File: src/rtl/branch_pkg.sv
// Shared types, PC-select codes, flag bit positions and helpers for the
// execute-stage branch unit and its direction predictor.
package branch_pkg;

  typedef enum logic [2:0] {
    OP_NONE  = 3'd0,
    OP_B     = 3'd1,
    OP_BR    = 3'd2,
    OP_BL    = 3'd3,
    OP_CBZ   = 3'd4,
    OP_CBNZ  = 3'd5,
    OP_BCOND = 3'd6
  } branch_op_t;

  typedef enum logic [3:0] {
    C_EQ = 4'd0,  C_NE = 4'd1,  C_HS = 4'd2,  C_LO = 4'd3,
    C_MI = 4'd4,  C_PL = 4'd5,  C_VS = 4'd6,  C_VC = 4'd7,
    C_HI = 4'd8,  C_LS = 4'd9,  C_GE = 4'd10, C_LT = 4'd11,
    C_GT = 4'd12, C_LE = 4'd13, C_AL = 4'd14, C_NV = 4'd15
  } cond_t;

  localparam logic [1:0] PCPLUS4  = 2'd0;
  localparam logic [1:0] PCBRANCH = 2'd1;
  localparam logic [1:0] PCALUOUT = 2'd2;

  // Bit positions inside the {N,Z,C,V} flags vector.
  localparam int FLAG_N = 3;
  localparam int FLAG_Z = 2;
  localparam int FLAG_C = 1;
  localparam int FLAG_V = 0;

  // ARM condition evaluation; NV is treated as never-taken here.
  function automatic logic eval_cond(cond_t c, logic [3:0] f);
    logic n, z, cy, v;
    n  = f[FLAG_N];
    z  = f[FLAG_Z];
    cy = f[FLAG_C];
    v  = f[FLAG_V];
    case (c)
      C_EQ:    return z;
      C_NE:    return ~z;
      C_HS:    return cy;
      C_LO:    return ~cy;
      C_MI:    return n;
      C_PL:    return ~n;
      C_VS:    return v;
      C_VC:    return ~v;
      C_HI:    return cy & ~z;
      C_LS:    return ~cy | z;
      C_GE:    return n == v;
      C_LT:    return n != v;
      C_GT:    return ~z & (n == v);
      C_LE:    return z | (n != v);
      C_AL:    return 1'b1;
      default: return 1'b0;
    endcase
  endfunction

  // 2-bit saturating counter step.
  function automatic logic [1:0] ctr_step(logic [1:0] c, logic up);
    if (up) return (c == 2'd3) ? c : c + 2'd1;
    else    return (c == 2'd0) ? c : c - 2'd1;
  endfunction

endpackage

File: src/rtl/bht_2bit.sv
// Branch history table: DEPTH 2-bit saturating counters, one combinational
// read port for fetch and one write (train) port for execute.
module bht_2bit
  import branch_pkg::*;
#(
  parameter int DEPTH = 64,
  parameter int IDX_W = $clog2(DEPTH)
) (
  input  logic             i_clk,
  input  logic             i_reset,
  input  logic [IDX_W-1:0] i_rd_idx,
  output logic [1:0]       o_rd_ctr,
  input  logic             i_we,
  input  logic [IDX_W-1:0] i_wr_idx,
  input  logic             i_wr_taken
);

  logic [2*DEPTH-1:0] w_ctr_flat;

  for (genvar gi = 0; gi < DEPTH; gi++) begin : g_entry
    logic [1:0] r_ctr;
    // Each entry resets to weakly-not-taken and steps only when trained.
    always_ff @(posedge i_clk or posedge i_reset) begin
      if (i_reset)
        r_ctr <= 2'b01;
      else if (i_we && (i_wr_idx == IDX_W'(gi)))
        r_ctr <= ctr_step(r_ctr, i_wr_taken);
    end
    assign w_ctr_flat[2*gi +: 2] = r_ctr;
  end

  // Read shows the stored (pre-update) value; no write bypass.
  assign o_rd_ctr = w_ctr_flat[{i_rd_idx, 1'b0} +: 2];

endmodule

File: src/rtl/branch_unit_bp.sv
// Execute-stage branch resolution with NZCV register, BHT-based direction
// prediction for fetch, mispredict detection and saturating statistics.
module branch_unit_bp
  import branch_pkg::*;
#(
  parameter int ADDR_W   = 64,
  parameter int DEPTH    = 64,
  parameter int FLAG_FWD = 1,
  parameter int CNT_W    = 32
) (
  input  logic              i_clk,
  input  logic              i_reset,
  input  logic [ADDR_W-1:0] i_fetch_pc,
  output logic              o_pred_taken,
  input  logic              i_ex_valid,
  input  logic [ADDR_W-1:0] i_ex_pc,
  input  logic [2:0]        i_branch_op,
  input  logic [3:0]        i_cond,
  input  logic              i_ex_pred_taken,
  input  logic              i_alu_zero,
  input  logic              i_setflags,
  input  logic [3:0]        i_flags_in,
  output logic [3:0]        o_flags_q,
  output logic [1:0]        o_branch,
  output logic              o_taken,
  output logic              o_mispredict,
  output logic [CNT_W-1:0]  o_br_count,
  output logic [CNT_W-1:0]  o_mp_count
);

  localparam int IDX_W = $clog2(DEPTH);

  logic [3:0]       r_flags;
  logic [CNT_W-1:0] r_br_cnt;
  logic [CNT_W-1:0] r_mp_cnt;
  logic [3:0]       w_flags_eff;
  logic [1:0]       w_sel;
  logic             w_is_cond;
  logic             w_taken;
  logic             w_mispredict;
  logic [1:0]       w_rd_ctr;
  logic             w_unused;

  // Only the index slice of each PC feeds the table.
  assign w_unused = ^{i_fetch_pc, i_ex_pc};

  assign w_flags_eff = ((FLAG_FWD != 0) && i_setflags) ? i_flags_in : r_flags;

  // Resolve PC select and classify conditional ops; everything idles to 0.
  always_comb begin
    w_sel     = PCPLUS4;
    w_is_cond = 1'b0;
    if (i_ex_valid && !i_reset) begin
      case (branch_op_t'(i_branch_op))
        OP_B, OP_BL: w_sel = PCBRANCH;
        OP_BR:       w_sel = PCALUOUT;
        OP_CBZ: begin
          w_sel     = i_alu_zero ? PCBRANCH : PCPLUS4;
          w_is_cond = 1'b1;
        end
        OP_CBNZ: begin
          w_sel     = i_alu_zero ? PCPLUS4 : PCBRANCH;
          w_is_cond = 1'b1;
        end
        OP_BCOND: begin
          w_sel     = eval_cond(cond_t'(i_cond), w_flags_eff) ? PCBRANCH : PCPLUS4;
          w_is_cond = (cond_t'(i_cond) != C_AL) && (cond_t'(i_cond) != C_NV);
        end
        default: w_sel = PCPLUS4;
      endcase
    end
  end

  assign w_taken      = (w_sel != PCPLUS4);
  assign w_mispredict = w_is_cond & (w_taken ^ i_ex_pred_taken);

  assign o_branch     = w_sel;
  assign o_taken      = w_taken;
  assign o_mispredict = w_mispredict;
  assign o_flags_q    = r_flags;
  assign o_br_count   = r_br_cnt;
  assign o_mp_count   = r_mp_cnt;
  assign o_pred_taken = w_rd_ctr[1];

  // Architectural flags register, written by valid flag-setting instructions.
  always_ff @(posedge i_clk or posedge i_reset) begin
    if (i_reset)
      r_flags <= 4'd0;
    else if (i_ex_valid && i_setflags)
      r_flags <= i_flags_in;
  end

  // Statistics counters that stick at all-ones.
  always_ff @(posedge i_clk or posedge i_reset) begin
    if (i_reset) begin
      r_br_cnt <= '0;
      r_mp_cnt <= '0;
    end else begin
      if (w_is_cond && (r_br_cnt != '1))
        r_br_cnt <= r_br_cnt + CNT_W'(1);
      if (w_mispredict && (r_mp_cnt != '1))
        r_mp_cnt <= r_mp_cnt + CNT_W'(1);
    end
  end

  bht_2bit #(.DEPTH(DEPTH)) u_bht (
    .i_clk      (i_clk),
    .i_reset    (i_reset),
    .i_rd_idx   (i_fetch_pc[2 +: IDX_W]),
    .o_rd_ctr   (w_rd_ctr),
    .i_we       (w_is_cond),
    .i_wr_idx   (i_ex_pc[2 +: IDX_W]),
    .i_wr_taken (w_taken)
  );

endmodule

File: config.mk
export PLATFORM = sky130hd
export DESIGN_NAME = branch_unit_bp
export DESIGN_NICKNAME = d
export VERILOG_FILES = /design/src/rtl/branch_pkg.sv /design/src/rtl/bht_2bit.sv /design/src/rtl/branch_unit_bp.sv
export SDC_FILE = /design/constraint.sdc
export NUM_CORES = 1
export LEC_CHECK = 0
export CORE_MARGIN = 2
export CORE_UTILIZATION = 40
export DETAILED_ROUTE_END_ITERATION = 8
export GPL_ROUTABILITY_DRIVEN = 0
export PLACE_DENSITY = 0.67
export SLEW_MARGIN = 20
export SYNTH_ARGS = -nofsm -noshare
export SYNTH_HDL_FRONTEND = slang
export SYNTH_SLANG_ARGS = --single-unit
export TNS_END_PERCENT = 30
File: constraint.sdc
create_clock -name i_clk -period 17 [get_ports i_clk]
set_input_delay 5.1 -clock i_clk [delete_from_list [all_inputs] [get_ports i_clk]]
set_output_delay 5.1 -clock i_clk [all_outputs]
set_load 0.05 [all_outputs]
==> impl_metrics.toml, run 1 <==
[status]
outcome = "completed"

[sta]
skew_ns = 0.02195
finalHoldWorstSlack_ns = 0.4822
finalSetupViolCount = 0
fmax_ghz = 0.07176
rsz0062_at_grt = "false"
finalHoldViolCount = 0
slew_viol_final = 0
slew_headroom_pct = 33.21
fin_crit_sh_pct = 81.97
finalSetupTns_ns = 0
tightest_slew_ns = 1.001
min_period_ns = 13.94

[critical_path]
cp-end-kind = "output port"
cp.arrival_ns = 8.84
required_ns = 11.90
path_buf_inv = 4
ff2ff_setup_slack_ns = 14.23
critPathKind = "primary input to output port"
crit_slowest_cell = "clkdlybuf4s50_1"
critPathMaxFanout = 239
cp_slowest_stage_delay_ns = 0.95
crit_path_start_kind = "primary input"
worst_path_most_repeated_cell = "clkdlybuf4s50_1"
path_cells = "clkdlybuf4s50_1 > inv_8 > and3_1 > a21boi_0 > o221ai_2 > o21ai_4 > buf_12 > clkdlybuf4s50_1"
crit_family = "buffers and inverters"

[global_routing]
grt_pass1_wl_um = 43110
antenna_found_initial = 1
grt_max_degree = 240
grt_pass1_vias = 8584
grt.total_usage_pct = 18.83
grt-ovfl-total = 0

[floorplan]
io_pins = 218
chipHeight_um = 167.1
initial_utilization_pct = 40.82
die-area_um2 = 27910
num_rows = 59
core_um2 = 26060
fp.dieW_um = 167.1

[pwr]
power_density_nw_per_um2 = 86.31
peakVddDrop_uv = 56.24
cellLeakagePower_nw = 5.151

[logic_synthesis]
synthTopCellsByArea = "dfrtp_1 31%, dfstp_2 16%, a21oi_1 6.8%"
synth_cells = 1160
synth_fp_nets = 1307
synth-seq-cells = 196
synthArstFlopShare_pct = 100.0
yosysSeqAreaShare_pct = 46.86
ys.flop_type = "dfrtp_1"
synth_enable_flop_cells = 0
yosys-top-cells-count = "145 x a21oi_1, 133 x nand2_1, 132 x dfrtp_1"
yosysTopAreaCellShare_pct = 31.05
syn_avg_cell_area_um2 = 9.170
synth_top_cell_by_area = "dfrtp_1"
syn-cell-area_um2 = 10640
ys_warn_count = 0
synth_cell_type_count = 59
synth_most_common_cell = "a21oi_1"

[detailed_routing]
wirelength_um = 26070
wl_met1_um = 11810
routed_via_density = 5.645
met3_length_um = 1065
routedWlPerCell_um = 16.47
drt-initial-drc-count = 731
highest_layer = "met5"
wl_met2_um = 12650
route.detailed.drc = 0
vias = 8936
first_pass_iters = 5
ant_nets = 0

[cts]
cts_setup_buffers = 0
clock_latency_ns = 0.44
cts_hold_buf = 0
cts.clk_slew.worst_paths_ns = 0.08
htreeDepth = 4
ctsResizeCount = 0
cts_tree = "yes"
numCtsBuffers = 17
clock-sinks = 196
clk_path_buf_depth = 2
clockRootBuffer = "clkbuf_16"

[final_layout]
fin_util_pct = 47.99
final_area_um2 = 12510
nets = 1382
drive_gt1_share_pct = 11.86
syn_to_final_growth_pct = 17.56
antenna_cells = 0

[run]
cap_violations = 0

[min_path]
hold_class = "register to register"

[placement]
hpwlAfterDp_um = 17530
io_buffers = 101
dpl_cell_area_um2 = 11890
## layer usage
layer	track usage [%]	up-vias
met4	5.847	2
li1	-	4290
met3	3.303	34
met1	25.66	4383
met2	30.70	227
met5	0	-
## worst paths after layout
check | start | endpoint | cells past startpoint
worst max-delay path | i_reset | o_taken | 8
worst min-delay path | u_bht.g_entry[20].r_ctr[0]$_DFFE_PP1P_ | u_bht.g_entry[20].r_ctr[0]$_DFFE_PP1P_ | 1
worst max register to register | o_mp_count[7]$_DFFE_PP0P_ | o_mp_count[16]$_DFFE_PP0P_ | 8
worst min register to register | u_bht.g_entry[20].r_ctr[0]$_DFFE_PP1P_ | u_bht.g_entry[20].r_ctr[0]$_DFFE_PP1P_ | 1
max in group asynchronous | i_reset | u_bht.g_entry[51].r_ctr[1]$_DFFE_PP0P_ | 3
min in group asynchronous | i_reset | o_mp_count[10]$_DFFE_PP0P_ | 2
## cell families (layout without fill, tap and decap cells)
group           Yosys count  in the layout  synth area share, %
compound gates          346            346                18.33
xor+xnor                 66             66                5.505
fa+ha+maj                 2              2               0.2352
buf+inv                 113            201                4.634
flops                   196            196                46.86
mux                      46             46                6.928
simple gates            391            391                17.51
## sequential cells by signal (all words and copies together), names as in the netlist
register and cells:
o_br_count 32, o_flags_q 4, o_mp_count 32, u_bht.g_entry.r_ctr 128
## power breakdown
| part | internal (W) | total (W) | leakage, nW | switching, W |
|---|---|---|---|---|
| clock | 0.000226 | 0.000428 | 0.297 | 0.000202 |
| sequential | 0.000489 | 0.000506 | 2.47 | 0.0000171 |
| combinational | 0.0000473 | 0.000145 | 2.39 | 0.0000978 |
## stage by stage
step,cells,total power (W),setup slack (ns)
6_report,1583,0.001079,3.065
5_1_grt,1583,0.001120,2.724
4_1_cts,1583,0.001087,2.979
3_5_place_dp,1551,0.0006605,2.970
3_3_place_gp,1551,0.0006583,3.025
2_1_floorplan,1160,0.0006113,0.8465
## layout make-up
type / count / area [µm²]
Clock buffer: 18 / 429.2
Inverter: 61 / 236.5
Tap cell: 335 / 419.2
Timing Repair Buffer: 108 / 1076
Clock inverter: 14 / 187.7
Fill cell: 2413 / 13550
Sequential cell: 196 / 4985
Multi-Input combinational cell: 851 / 5172
## layout by cell type (no fill, tap or decap), types with 9 or more instances in the layout
master	synthesis	final
xor2_1	36	36
a21oi_1	145	145
o21ai_0	123	123
mux4_2	21	21
nor2b_1	9	9
xnor2_1	29	29
dfstp_2	64	64
nand2_1	133	133
clkbuf_16	0	17
inv_1	61	60
nor3_1	26	26
nor2_1	91	89
and3_1	19	19
o211ai_1	46	46
nand4_1	20	20
clkdlybuf4s50_1	0	101
mux2i_1	17	17
dfrtp_1	132	132
nand3_1	52	52
Power figures use the tool's default switching activity.
==> run 2, diff against run 1 <==
==> constraint.sdc (replaced) <==
create_clock -name i_clk -period 13 [get_ports i_clk]
set_input_delay 3.9 -clock i_clk [delete_from_list [all_inputs] [get_ports i_clk]]
set_output_delay 3.9 -clock i_clk [all_outputs]
set_load 0.05 [all_outputs]
==> impl_metrics.toml, run 2 (synthesis results as in run 1) <==
[floorplan]
fp.dieW_um = 167.1
core_um2 = 26060
die-area_um2 = 27910
io_pins = 218
chipHeight_um = 167.1
num_rows = 59
initial_utilization_pct = 40.82

[sta]
finalHoldViolCount = 0
slew_viol_final = 0
min_period_ns = 11.11
slew_headroom_pct = 32.95
finalSetupTns_ns = 0
tightest_slew_ns = 0.9980
finalHoldWorstSlack_ns = 0.4829
fmax_ghz = 0.08999
skew_ns = 0.01493
rsz0062_at_grt = "false"
fin_crit_sh_pct = 85.48
finalSetupViolCount = 0

[critical_path]
cp.arrival_ns = 7.21
ff2ff_setup_slack_ns = 10.12
critPathMaxFanout = 9
reg2reg_depth = 9
r2r-end = "u_bht.g_entry[48].r_ctr[0]$_DFFE_PP1P_"
critPathKind = "primary input to output port"
crit_path_start_kind = "primary input"
rr_startpoint = "o_flags_q[3]$_DFFE_PP0P_"
required_ns = 9.10
cp-end-kind = "output port"

[detailed_routing]
ant_nets = 0
wirelength_um = 26180
first_pass_iters = 7
route.detailed.drc = 0
routedWlPerCell_um = 16.52
vias = 8825
drt-initial-drc-count = 745
routed_via_density = 5.568

[final_layout]
seq_area_um2 = 4985
antenna_cells = 0
largest_reg_flops = 128
fillerInstances = 2445
drive_gt1_share_pct = 12.00
layout_common_cells = "145 x a21oi_1, 133 x nand2_1, 132 x dfrtp_1, 123 x o21ai_0, 101 x clkdlybuf4s50_1"
nets = 1384
regMostFlops = "u_bht.g_entry.r_ctr"
syn_to_final_growth_pct = 17.67
multi_input_area_um2 = 5179
final_common_cell = "a21oi_1"

[placement]
io_buffers = 101
hpwlAfterDp_um = 17760

[global_routing]
antenna_found_initial = 0
grt_max_degree = 238
grt_pass1_vias = 8506
grt.total_usage_pct = 18.82
grt-ovfl-total = 0
grt_pass1_wl_um = 42900

[cts]
htreeDepth = 4
cts.clk_slew.worst_paths_ns = 0.08
clk_path_buf_depth = 2
clock-sinks = 196
cts_setup_buffers = 0
cts_tree = "yes"
ctsResizeCount = 0
numCtsBuffers = 17
clock_latency_ns = 0.44
clockRootBuffer = "clkbuf_16"
cts_hold_buf = 0

[run]
cap_violations = 0

[pwr]
peakVddDrop_uv = 70.03
power_density_nw_per_um2 = 111.9
cellLeakagePower_nw = 5.158

[min_path]
whs_path_depth = 1
hold_path_end = "u_bht.g_entry[31].r_ctr[0]$_DFFE_PP1P_"
hold_class = "register to register"
min-delay-start = "u_bht.g_entry[31].r_ctr[0]$_DFFE_PP1P_"

[status]
outcome = "completed"
[run 2: cell types whose count changed in the layout (fill, tap and decap cells not counted)]
| cell | previous run | this run |
|---|---|---|
| nor3_2 | 1 | 0 |
| clkinvlp_4 | 2 | 1 |
| clkinv_8 | 1 | 4 |
| clkinv_1 | 0 | 1 |
| inv_8 | 8 | 3 |
| buf_4 | 6 | 8 |
| bufinv_16 | 2 | 1 |
| clkbuf_1 | 1 | 0 |
| inv_6 | 0 | 4 |
| nor3_4 | 0 | 1 |
[run 2: where the power goes]
group	switching [W]	total, W	internal [W]
clock	0.000270	0.000547	0.000277
combinational	0.000129	0.000191	0.0000623
sequential	0.0000220	0.000662	0.000640
[run 2: worst max-delay path by stage]
stage                        from            to  depth (start not counted)
floorplan                 i_reset  o_mispredict                          8
global placement    i_fetch_pc[3]  o_pred_taken                          6
detailed placement  i_fetch_pc[3]  o_pred_taken                          6
CTS                 i_fetch_pc[3]  o_pred_taken                          6
global route        i_fetch_pc[3]  o_pred_taken                          6
finish              i_fetch_pc[3]  o_pred_taken                          6
[run 2: routing by layer]
metal  GRT usage [%]  vias to the layer above  routed length, µm
met5               0                        -                  0
met1           25.78                     4321              12040
li1                -                     4286                  -
met3           2.971                       33               1041
met2           30.74                      185              12630
met4           5.922                        0                463
[run 2: area by class of cell]
cell class | count | area share [%]
clock buffer | 17 | 3.399
clock inverter | 15 | 1.479
inverter | 61 | 1.859
multi-input combinational | 851 | 41.37
sequential | 196 | 39.82
tap | 335 | 3.349
timing repair buffer | 110 | 8.717
[run 2: stage by stage]
| step | instance area (µm²) | std cells | util (%) | worst slack [ns] | total power, W |
|---|---|---|---|---|---|
| final | 12520 | 1585 | 48.03 | 1.887 | 0.001400 |
| after global routing | 12520 | 1585 | 48.03 | 1.833 | 0.001456 |
| after CTS | 12520 | 1585 | 48.03 | 1.890 | 0.001414 |
| after detailed placement | 11910 | 1553 | 45.69 | 1.885 | 0.0008654 |
| after global placement | 11910 | 1553 | 45.69 | 1.915 | 0.0008620 |
| after floorplan | 10640 | 1160 | - | 0.3786 | 0.0007997 |
[run 2: worst max-delay path, cell delays in order]
cell and delay [ns]:
clkdlybuf4s50_1 0.87, buf_4 0.32, mux4_2 0.38, mux4_2 0.49
mux4_2 0.51, clkdlybuf4s50_1 0.72
